$ cat src/rtl/fbless_line_mem_arbiter.sv
// Shares one single-port line memory between the raster fetcher (absolute priority)
// and the Wishbone host port, with a sticky host-starvation flag.
module fbless_line_mem_arbiter #(
  parameter int          ADDR_W       = 9,
  parameter logic [31:0] BASE_ADDR    = 32'h3000_0000,
  parameter int          STARVE_LIMIT = 64
) (
  input  logic              wb_clk_i,
  input  logic              wb_rst_i,
  input  logic              wbs_cyc_i,
  input  logic              wbs_stb_i,
  input  logic              wbs_we_i,
  input  logic [3:0]        wbs_sel_i,
  input  logic [31:0]       wbs_adr_i,
  input  logic [31:0]       wbs_dat_i,
  output logic              wbs_ack_o,
  output logic [31:0]       wbs_dat_o,
  input  logic              pix_req_i,
  input  logic [ADDR_W-1:0] pix_addr_i,
  output logic              pix_valid_o,
  output logic [31:0]       pix_data_o,
  output logic              mem_en_o,
  output logic              mem_we_o,
  output logic [3:0]        mem_wmask_o,
  output logic [ADDR_W-1:0] mem_addr_o,
  output logic [31:0]       mem_wdata_o,
  input  logic [31:0]       mem_rdata_i,
  output logic              starve_irq_o,
  input  logic              starve_clr_i
);

  // Handshake: a host request is taken when cyc&stb are seen in IDLE; wbs_ack_o is
  // high for the single ACK-state cycle and only while cyc is still asserted.
  typedef enum logic [1:0] {
    IDLE  = 2'd0,
    PEND  = 2'd1,
    RDATA = 2'd2,
    ACK   = 2'd3
  } state_t;

  localparam logic [7:0] LIMIT = 8'(STARVE_LIMIT);

  state_t            state_q, state_d;
  logic [ADDR_W-1:0] lat_addr;
  logic [31:0]       lat_dat;
  logic [3:0]        lat_sel;
  logic              lat_we;
  logic [7:0]        starve_cnt;
  logic              req, hit, blocked, starve_set;
  logic              unused_adr;

  assign unused_adr = ^wbs_adr_i[1:0];
  assign req        = wbs_cyc_i & wbs_stb_i;
  assign hit        = (wbs_adr_i[31:ADDR_W+2] == BASE_ADDR[31:ADDR_W+2]);
  assign blocked    = (state_q == PEND) & wbs_cyc_i & pix_req_i;
  assign starve_set = blocked & (starve_cnt >= LIMIT - 8'd1);
  assign wbs_ack_o  = (state_q == ACK) & wbs_cyc_i;
  assign pix_data_o = mem_rdata_i;

  always_ff @(posedge wb_clk_i or posedge wb_rst_i) begin
    if (wb_rst_i) state_q <= IDLE;
    else          state_q <= state_d;
  end

  always_comb begin
    state_d = state_q;
    case (state_q)
      IDLE:    if (req) state_d = hit ? PEND : ACK;
      PEND: begin
        if (!wbs_cyc_i)      state_d = IDLE;
        else if (!pix_req_i) state_d = lat_we ? ACK : RDATA;
      end
      RDATA:   state_d = ACK;
      ACK:     state_d = IDLE;
      default: state_d = IDLE;
    endcase
  end

  // Raster wins every cycle it asks; the host only gets otherwise-idle cycles.
  always_comb begin
    mem_en_o    = 1'b0;
    mem_we_o    = 1'b0;
    mem_wmask_o = 4'h0;
    mem_addr_o  = '0;
    mem_wdata_o = 32'h0;
    if (pix_req_i) begin
      mem_en_o   = 1'b1;
      mem_addr_o = pix_addr_i;
    end else if (state_q == PEND && wbs_cyc_i) begin
      mem_en_o    = 1'b1;
      mem_we_o    = lat_we;
      mem_wmask_o = lat_we ? lat_sel : 4'h0;
      mem_addr_o  = lat_addr;
      mem_wdata_o = lat_dat;
    end
  end

  always_ff @(posedge wb_clk_i or posedge wb_rst_i) begin
    if (wb_rst_i) begin
      lat_addr     <= '0;
      lat_dat      <= 32'h0;
      lat_sel      <= 4'h0;
      lat_we       <= 1'b0;
      wbs_dat_o    <= 32'h0;
      pix_valid_o  <= 1'b0;
      starve_cnt   <= 8'h0;
      starve_irq_o <= 1'b0;
    end else begin
      pix_valid_o <= pix_req_i;
      if (state_q == IDLE && req) begin
        lat_addr <= wbs_adr_i[ADDR_W+1:2];
        lat_dat  <= wbs_dat_i;
        lat_sel  <= wbs_sel_i;
        lat_we   <= wbs_we_i;
        if (!hit) wbs_dat_o <= 32'h0;
      end
      if (state_q == RDATA) wbs_dat_o <= mem_rdata_i;
      // Counts consecutive blocked cycles; any issue or exit from PEND restarts it.
      if (blocked) begin
        if (starve_cnt != LIMIT) starve_cnt <= starve_cnt + 8'd1;
      end else begin
        starve_cnt <= 8'h0;
      end
      if (starve_set)        starve_irq_o <= 1'b1;
      else if (starve_clr_i) starve_irq_o <= 1'b0;
    end
  end

endmodule

$ cat config.mk
export PLATFORM = sky130hd
export DESIGN_NAME = fbless_line_mem_arbiter
export DESIGN_NICKNAME = d
export VERILOG_FILES = /design/src/rtl/fbless_line_mem_arbiter.sv
export SDC_FILE = /design/constraint.sdc
export NUM_CORES = 1
export LEC_CHECK = 0
export CORE_UTILIZATION = 42
export DETAILED_ROUTE_END_ITERATION = 12
export GPL_TIMING_DRIVEN = 0
export PLACE_DENSITY = 0.86
export SLEW_MARGIN = 40
export SYNTH_ARGS = -nofsm -noshare
export SYNTH_HDL_FRONTEND = slang
export SYNTH_SLANG_ARGS = --single-unit
$ cat constraint.sdc
create_clock -name wb_clk_i -period 9 [get_ports wb_clk_i]
set_input_delay 1.8 -clock wb_clk_i [delete_from_list [all_inputs] [get_ports wb_clk_i]]
set_output_delay 1.8 -clock wb_clk_i [all_outputs]
set_load 0.05 [all_outputs]
==> results of run 1 <==
final cells by class:
cell class / instances / area (µm²)
Timing Repair Buffer: 228 / 2300
Inverter: 4 / 20.0
Clock buffer: 13 / 159
Sequential cell: 90 / 2250
Multi-Input combinational cell: 210 / 1620
Tap cell: 133 / 166
Buffer: 50 / 383
Fill cell: 743 / 2860
Clock inverter: 2 / 60.1
cell usage in the layout (no fill, tap or decap):
| master | netlist | routed |
|---|---|---|
| a21oi_1 | 3 | 3 |
| a22o_1 | 9 | 9 |
| and2_1 | 33 | 33 |
| and3_1 | 8 | 8 |
| and3b_1 | 1 | 1 |
| buf_16 | 0 | 1 |
| buf_2 | 3 | 3 |
| buf_4 | 39 | 39 |
| buf_6 | 5 | 5 |
| bufinv_16 | 0 | 2 |
| clkbuf_1 | 1 | 3 |
| clkbuf_4 | 2 | 2 |
| clkbuf_8 | 0 | 11 |
| clkdlybuf4s50_1 | 0 | 227 |
| dfrtp_1 | 90 | 90 |
| ha_1 | 2 | 2 |
| inv_1 | 4 | 3 |
| inv_6 | 0 | 1 |
| mux2_2 | 46 | 46 |
| mux2i_1 | 32 | 32 |
| nand2_1 | 4 | 4 |
| nand3_1 | 4 | 4 |
| nand4_1 | 1 | 1 |
| nand4b_1 | 1 | 1 |
| nor2_1 | 39 | 39 |
| nor2_2 | 2 | 2 |
| nor2b_1 | 3 | 3 |
| nor2b_4 | 1 | 1 |
| nor3_1 | 1 | 1 |
| nor3_2 | 1 | 1 |
| nor4_1 | 4 | 4 |
| nor4bb_1 | 1 | 1 |
| o21a_2 | 1 | 1 |
| o21ai_0 | 4 | 4 |
| o21bai_1 | 1 | 1 |
| o311ai_0 | 1 | 1 |
| or2_2 | 1 | 1 |
| xnor2_1 | 3 | 3 |
| xor2_1 | 3 | 3 |
cell families (layout without fill, tap and decap cells):
logic type | after synthesis | after routing
buffers and inverters | 54 | 297
and+or+nand+nor | 105 | 105
AOI/OAI and AO/OA | 19 | 19
DFF | 90 | 90
xor gates and xnor gates | 6 | 6
muxes | 78 | 78
adders and majority gates | 2 | 2
worst paths after layout:
path / startpoint / end / slack (ps) / cells past startpoint
worst min register to register: lat_dat[27] / lat_dat[27] / 500 / 1
worst max-delay path: wbs_cyc_i / mem_wdata_o[3] / 3200 / 7
worst min-delay path: lat_dat[27] / lat_dat[27] / 500 / 1
max in group asynchronous: wb_rst_i / lat_dat[28] / 6600 / 3
worst max register to register: starve_cnt[0] / starve_cnt[0] / 7340 / 6
min in group asynchronous: wb_rst_i / wbs_dat_o[25] / 1830 / 2
worst max-delay path: cells and delay by family:
family / cells / cell delay [ps]
AND/OR/NAND/NOR: 3 / 570
buffers and inverters: 4 / 1630
flip-flops by register name (all words and copies together) (netlist names):
signal / flops
lat_we: 1
state_q: 2
lat_sel: 4
starve_irq_o: 1
lat_addr: 9
pix_valid_o: 1
lat_dat: 32
wbs_dat_o: 32
starve_cnt: 8
metal layers:
metal	up-vias	wire length (µm)	track usage [%]
met5	-	0	0
met4	0	301	8.99
met3	23	908	7.05
met2	142	6220	42.4
met1	1683	4170	23.0
li1	1645	-	-
Yosys cell counts:
cell and count:
or2_2 1, dfrtp_1 90, clkbuf_1 1, ha_1 2, xor2_1 3, buf_6 5
and2_1 33, nor2b_1 3, o21ai_0 4, buf_2 3, xnor2_1 3, mux2i_1 32
o311ai_0 1, a22o_1 9, nand3_1 4, inv_1 4, o21bai_1 1, nor2_1 39
mux2_2 46, nand4b_1 1, and3b_1 1, nor4bb_1 1, buf_4 39, nor2_2 2
nand2_1 4, nor2b_4 1, nor3_2 1, o21a_2 1, and3_1 8, nor3_1 1
nor4_1 4, a21oi_1 3, nand4_1 1, clkbuf_4 2
per-stage QoR:
stage,std cells,worst slack [ps],power (µW)
floorplan,354,4380,1330
global placement,714,3200,1630
detailed placement,715,3190,1660
CTS,730,3180,1970
global route,730,3070,2050
finish,730,3200,1950
power groups by stage:
| stage | combinational, µW | sequential, µW | clock (µW) |
|---|---|---|---|
| 2_1_floorplan | 430 | 896 | 0 |
| 3_3_place_gp | 958 | 672 | 0 |
| 3_5_place_dp | 981 | 684 | 0 |
| 4_1_cts | 982 | 677 | 314 |
| 5_1_grt | 1020 | 699 | 328 |
| 6_report | 972 | 675 | 304 |
==> impl_metrics.csv, run 1 <==
group,metric,value,unit
status,status,"finished clean",
logic_synthesis,yosysWarnings,0,
global_route,antenna_found_initial,0,
logic_synthesis,synth-seq-cells,90,
logic_synthesis,synthTopCellsByArea,"dfrtp_1, mux2_2, mux2i_1",
die,io_pins,230,
logic_synthesis,synthCells,354,
placement,dp_hpwl,9210,µm
logic_synthesis,ys_types,34,
global_route,track_usage,22.5,%
clock_network,post_cts_resized,0,
cells_and_area,drive_gt1_share,19.4,%
cells_and_area,utilization,70.9,%
timing,post-route-min-period,5800,ps
timing,setup_tns,0,ps
clock_network,cts.sinks,90,
setup_path,crit_slowest_cell,"clkdlybuf4s50_1",
power_and_ir_drop,p_comb_share,49.8,%
drt,drt_iter0_drc,82,
setup_path,crit_path_start_kind,"primary input",
power_and_ir_drop,p_int,1160,µW
setup_path,critical_path.most_common_cell,"clkdlybuf4s50_1",
power_and_ir_drop,sw_frac_of_total,40.5,%
timing,hold_ws,504,ps
die,core,0.00982,mm²
logic_synthesis,yosysSeqAreaShare,52.8,%
drt,drtAntennaViolNets,0,
logic_synthesis,synth_area_leader_cell,"dfrtp_1",
die,die_w,103,µm
cells_and_area,nets,711,
global_route,grt_max_degree,47,
timing,worst-slew-pin-transition,553,ps
drt,dr.pass1.iters,4,
placement,placed_cell_area,0.00674,mm²
power_and_ir_drop,p_seq_share,34.6,%
clock_network,clk_pin_slew,80,ps
die,die-area,0.0106,mm²
logic_synthesis,syn_area,0.00427,mm²
global_route,grt_pass1_wl,17700,µm
die,die_y,103,µm
power_and_ir_drop,cellPowerDensity,281,mW/mm²
power_and_ir_drop,ir_drop,0.162,mV
timing,period_share,64.5,%
timing,hold_violations,0,
logic_synthesis,synth_mux_area_share,19.6,%
setup_path,cp_cell_sequence,"clkdlybuf4s50_1, and3b_1, nor2b_4, buf_6, buf_4, and2_1, clkdlybuf4s50_1",
clock_network,hold_buffers,0,
timing,finalSetupViolCount,0,
timing,max_freq,172,MHz
logic_synthesis,synth-xor-area-share,1.23,%
logic_synthesis,synth_top_family_by_area,"multiplexers",
cells_and_area,design_area,0.00696,mm²
global_route,grt-ovfl-total,0,
setup_path,path_class,"primary input to output pin",
drt,drt-vias-per-instance,4.78,
timing,grt_setup_unrepaired,"false",
timing,relSlewSlack,63.0,%
logic_synthesis,synth_fa_ha_area_share,0.586,%
placement,gp_congestion,0.756,
die,rows,36,
drt,totalWireLength,11600,µm
setup_path,cp.required,7200,ps
timing,fin_skew,5.21,ps
power_and_ir_drop,switchingPower,790,µW
clock_network,post-cts-setup-buffers,0,
clock_network,root_buffer,"clkbuf_8",
power_and_ir_drop,total_leakage_power,0.00298,µW
setup_path,endpoint_kind,"output pin",
logic_synthesis,postSynthAreaPerCell,12.1,µm²
run,max_cap_viol_count,0,
die,start_util,43.5,%
logic_synthesis,synth_top_area_share,52.8,%
clock_network,cts_tree,"done",
power_and_ir_drop,pwr-share-clk,15.6,%
logic_synthesis,synth_nets,472,
global_route,grt_pass1_vias,3650,
logic_synthesis,synth-compound-area-share,3.25,%
setup_path,cpPeakStageDelay,820,ps
worst_hold_path,min_path_type,"register to register",
timing,maxSlewViolCount,0,
clock_network,cts_made_buffers,9,
clock_network,htreeDepth,3,
drt,drcViolationCount,0,
setup_path,critPathMaxFanout,10,
clock_network,clk_path_buf_depth,2,
cells_and_area,syn_to_final_growth,63.0,%
setup_path,arrival,4000,ps
drt,wl_per_cell,15.9,µm
logic_synthesis,synthSimpleGateAreaFrac,13.2,%
cells_and_area,n_antenna_cell,0,
placement,port_buffers,227,
drt,vias,3493,
clock_network,insertion_delay,350,ps
Note: power is estimated with default switching activity, not from simulation.
==> inputs of run 2 (changes only) <==
CORE_UTILIZATION = 36   (was 42)
PLACE_DENSITY = 0.78   (was 0.86)
clock period = 5.1 ns   (was 9 ns; I/O delays follow)
==> impl_metrics.csv, run 2 (synthesis results as in run 1) <==
group,metric,value,unit
status,status,"finished clean",
cells_and_area,nets,711,
global_route,track_usage,19.3,%
clock_network,htreeDepth,3,
power_and_ir_drop,p_comb_share,48.6,%
clock_network,clk_path_buf_depth,2,
cells_and_area,multi_input_area,0.00162,mm²
worst_hold_path,hold_end,"lat_dat[19]",
drt,drt_iter0_drc,113,
drt,totalWireLength,11800,µm
global_route,grt-ovfl-total,0,
global_route,grt_pass1_vias,3720,
cells_and_area,drive_gt1_share,19.7,%
timing,maxSlewViolCount,0,
drt,dr.pass1.iters,4,
clock_network,insertion_delay,330,ps
cells_and_area,design_area,0.00703,mm²
timing,fin_skew,9.42,ps
die,die-area,0.0123,mm²
timing,setup_tns,0,ps
timing,relSlewSlack,64.0,%
placement,dp_hpwl,9330,µm
power_and_ir_drop,p_seq_share,33.8,%
timing,finalSetupViolCount,0,
cells_and_area,seq_area,0.00225,mm²
cells_and_area,final_cell_mix,"clkdlybuf4s50_1, dfrtp_1, mux2_2",
power_and_ir_drop,switchingPower,1430,µW
clock_network,hold_buffers,0,
power_and_ir_drop,ir_drop,0.343,mV
setup_path,r2r_start,"state_q[0]",
die,die_y,111,µm
placement,placed_cell_area,0.00675,mm²
timing,hold_violations,0,
timing,post-route-min-period,4250,ps
clock_network,cts_tree,"done",
setup_path,path_class,"primary input to output pin",
drt,drtAntennaViolNets,0,
setup_path,worst_r2r_endpoint,"lat_dat[0]",
cells_and_area,reg.largest.list,"lat_dat x32, wbs_dat_o x32, lat_addr x9",
clock_network,cts_made_buffers,9,
drt,vias,3482,
timing,grt_setup_unrepaired,"false",
clock_network,root_buffer,"clkbuf_16",
placement,gp_congestion,0.730,
die,core,0.0115,mm²
timing,worst-slew-pin-transition,538,ps
setup_path,reg2reg_slack,3500,ps
power_and_ir_drop,pwr-share-clk,17.6,%
cells_and_area,n_antenna_cell,0,
worst_hold_path,min_path_type,"register to register",
setup_path,endpoint_kind,"output pin",
global_route,grt_pass1_wl,18900,µm
power_and_ir_drop,total_leakage_power,0.00301,µW
cells_and_area,syn_to_final_growth,64.8,%
clock_network,clk_pin_slew,70,ps
setup_path,crit_path_start_kind,"primary input",
power_and_ir_drop,cellPowerDensity,502,mW/mm²
timing,max_freq,235,MHz
global_route,antenna_found_initial,0,
power_and_ir_drop,p_int,2100,µW
setup_path,critPathMaxFanout,10,
clock_network,post-cts-setup-buffers,0,
die,rows,39,
worst_hold_path,min-delay-start,"lat_dat[19]",
cells_and_area,utilization,61.3,%
die,start_util,37.2,%
cells_and_area,layout_commonest_cell,"clkdlybuf4s50_1",
cells_and_area,fill_cells,948,
setup_path,cp.required,4080,ps
drt,drt-vias-per-instance,4.70,
clock_network,cts.sinks,90,
drt,wl_per_cell,16.0,µm
timing,period_share,83.4,%
die,die_w,111,µm
power_and_ir_drop,sw_frac_of_total,40.5,%
global_route,grt_max_degree,54,
placement,port_buffers,227,
drt,drcViolationCount,0,
die,io_pins,230,
setup_path,rr_worst_depth,4,
run,max_cap_viol_count,0,
clock_network,post_cts_resized,0,
worst_hold_path,min_path_cells,1,
setup_path,arrival,3230,ps
[run 2: stage by stage]
step / cells / setup WS (ps) / power [µW] / hold WS, ps
after floorplan: 354 / 1740 / 2340 / 472
after global placement: 724 / 387 / 2870 / 481
final: 741 / 848 / 3530 / 501
after detailed placement: 725 / 842 / 2930 / 487
after CTS: 741 / 826 / 3560 / 502
after global routing: 741 / 736 / 3700 / 510
[run 2: metal layers]
layer | wire (µm) | vias to the layer above | GRT usage (%)
li1 | - | 1635 | -
met1 | 4520 | 1692 | 20.5
met2 | 6250 | 142 | 36.9
met3 | 894 | 13 | 5.69
met4 | 149 | 0 | 4.98
met5 | 0 | - | 0
[run 2: how the worst max path moves through the flow]
stage	startpoint	to	depth (start not counted)
after global placement	wb_rst_i	lat_addr[2]	2
after detailed placement	wbs_cyc_i	mem_addr_o[6]	7
after floorplan	wb_rst_i	lat_addr[0]	1
final	wbs_cyc_i	mem_addr_o[6]	7
after global routing	wbs_cyc_i	mem_wdata_o[5]	7
after CTS	wbs_cyc_i	mem_addr_o[6]	7
[run 2: worst max-delay path, stage by stage]
cell and delay (ps):
clkdlybuf4s50_1 510, and3b_1 250, nor2b_4 180, buf_6 140, buf_6 160, a22o_1 160
clkdlybuf4s50_1 810
[run 2: area by class of cell]
class / instances / share of cell area [%]
Buffer: 50 / 5.44
Clock buffer: 11 / 3.45
Clock inverter: 5 / 0.552
Inverter: 4 / 0.285
Multi-Input combinational cell: 210 / 23.0
Sequential cell: 90 / 32.0
Tap cell: 143 / 2.54
Timing Repair Buffer: 228 / 32.7
[run 2: power by group through the flow]
stage               sequential, µW  combinational [µW]  clock [µW]
global placement              1180                1690           0
global route                  1230                1810         666
finish                        1190                1720         620
detailed placement            1200                1730           0
CTS                           1190                1730         639
floorplan                     1580                 759           0
==> inputs of run 3 (changes only) <==
clock period = 3.6 ns   (was 5.1 ns; I/O delays follow)
==> impl_metrics.csv, run 3 (synthesis results as in run 1) <==
group,metric,value,unit
drt,drt_iter0_drc,122,
die,start_util,37.2,%
setup_path,arrival,2820,ps
timing,finalSetupViolCount,0,
cells_and_area,drive_gt1_share,19.7,%
global_route,grt_pass1_vias,3729,
power_and_ir_drop,total_leakage_power,0.00335,µW
clock_network,clk_path_buf_depth,2,
power_and_ir_drop,cellPowerDensity,707,mW/mm²
die,die_y,111,µm
cells_and_area,instances_no_fill,741,
cells_and_area,fill_cells,964,
setup_path,path_class,"primary input to output pin",
global_route,grt_pass1_wl,18900,µm
worst_hold_path,min_path_type,"register to register",
clock_network,cts.sinks,90,
global_route,antenna_found_initial,0,
timing,maxSlewViolCount,0,
drt,dr.pass1.iters,4,
clock_network,cts_tree,"done",
run,max_cap_viol_count,0,
timing,max_freq,282,MHz
die,io_pins,230,
drt,totalWireLength,11800,µm
drt,drt-vias-per-instance,4.66,
setup_path,critPathMaxFanout,10,
placement,dp.cells,725,
setup_path,path_buf_inv,3,
timing,grt_setup_unrepaired,"false",
placement,dp_hpwl,9330,µm
setup_path,cp.required,2880,ps
drt,vias,3454,
clock_network,htreeDepth,3,
drt,drcViolationCount,0,
drt,wl_per_cell,15.9,µm
timing,relSlewSlack,64.2,%
die,core,0.0115,mm²
placement,gp_congestion,0.730,
timing,hold_violations,0,
clock_network,root_buffer,"clkbuf_16",
die,die_w,111,µm
timing,period_share,98.4,%
setup_path,cp_cell_sequence,"clkdlybuf4s50_1, clkbuf_1, a22o_1, clkdlybuf4s50_1",
cells_and_area,final_cell_mix,"clkdlybuf4s50_1, dfrtp_1, mux2_2",
timing,post-route-min-period,3540,ps
cells_and_area,layout_commonest_cell,"clkdlybuf4s50_1",
global_route,grt-ovfl-total,0,
power_and_ir_drop,ir_drop,0.486,mV
timing,worst-slew-pin-transition,536,ps
clock_network,insertion_delay,330,ps
cells_and_area,syn_to_final_growth,64.6,%
die,rows,39,
placement,port_buffers,227,
placement,placed_cell_area,0.00675,mm²
cells_and_area,nets,711,
global_route,track_usage,19.4,%
setup_path,cpPeakStageDelay,810,ps
cells_and_area,n_antenna_cell,0,
setup_path,endpoint_kind,"output pin",
drt,drtAntennaViolNets,0,
global_route,grt_max_degree,54,
setup_path,crit_path_start_kind,"primary input",
clock_network,clk_pin_slew,70,ps
timing,fin_skew,8.61,ps
setup_path,crit_slowest_cell,"clkdlybuf4s50_1",
clock_network,cts_made_buffers,9,
setup_path,critical_path.top_delay_family,"buffers and inverters",
cells_and_area,design_area,0.00703,mm²
status,status,"finished clean",
setup_path,critical_path.most_common_cell,"clkdlybuf4s50_1",
die,die-area,0.0123,mm²
cells_and_area,reg.largest.list,"lat_dat x32, wbs_dat_o x32, lat_addr x9",
run 3: cell types whose count changed in the layout (fill, tap and decap cells not counted), sizes merged:
cell / before / now
clkdlybuf4s50: 227 / 185
dlygate4sd2: 0 / 30
dlymetal6s2s: 0 / 12
run 3: final timing paths:
| check | depth (start not counted) | slack, ps | endpoint | startpoint |
|---|---|---|---|---|
| setup / recovery | 4 | 60 | mem_addr_o[8] | pix_req_i |
| hold / removal | 1 | 500 | lat_dat[19] | lat_dat[19] |
| setup reg to reg | 4 | 2000 | lat_dat[0] | state_q[0] |
| hold reg to reg | 1 | 500 | lat_dat[19] | lat_dat[19] |
| max in group asynchronous | 3 | 2250 | starve_cnt[5] | wb_rst_i |
| min in group asynchronous | 2 | 770 | lat_dat[11] | wb_rst_i |
run 3: timing repair:
action,in CTS,in global routing
hold buffers,0,0
setup endpoints to repair,30,12
cloned,0,0
buffers inserted,0,0
gates resized for setup,30,12
run 3: area by class of cell:
cell class                 count  area, µm²  area share, %
clock inverter                 5       38.8          0.552
clock buffer                  11        243           3.46
buffer                        50        383           5.45
multi-input combinational    210       1620           23.0
inverter                       4       20.0          0.285
timing repair buffer         228       2290           32.6
tap                          143        179           2.55
sequential                    90       2250           32.1
run 3: metrics by stage:
stage | TNS, ps | power, µW | util (%) | setup slack, ps | hold slack, ps
floorplan | 0 | 3310 | - | 545 | 472
CTS | 0 | 5020 | 61.0 | 11.5 | 502
detailed placement | -1010 | 4150 | 58.9 | -57.8 | 487
global placement | -73160 | 4070 | 58.6 | -813 | 481
finish | 0 | 4970 | 61.3 | 56.5 | 501
global route | 0 | 5220 | 61.3 | 0.631 | 510
run 3: per-layer routing:
layer  up-vias  routed length, µm  global-route usage (%)
met5         -                  0                       0
met4         0                145                    4.98
met3        12                899                    5.69
met2       142               6290                    37.1
met1      1665               4480                    20.5
li1       1635                  -                       -
run 3: worst reg2reg max path, stage by stage (launching register included):
cell     delay (ps)
dfrtp_1         430
nor3_2          240
buf_4           240
buf_4           220
mux2_2          350
run 3: report_power, final:
part	leakage (µW)	total, µW	internal (µW)	switching, µW
logic	0.00211	2410	998	1410
registers	0.00111	1690	1460	228
clock network	0.000136	878	491	387
total	0.00335	4970	2950	2020
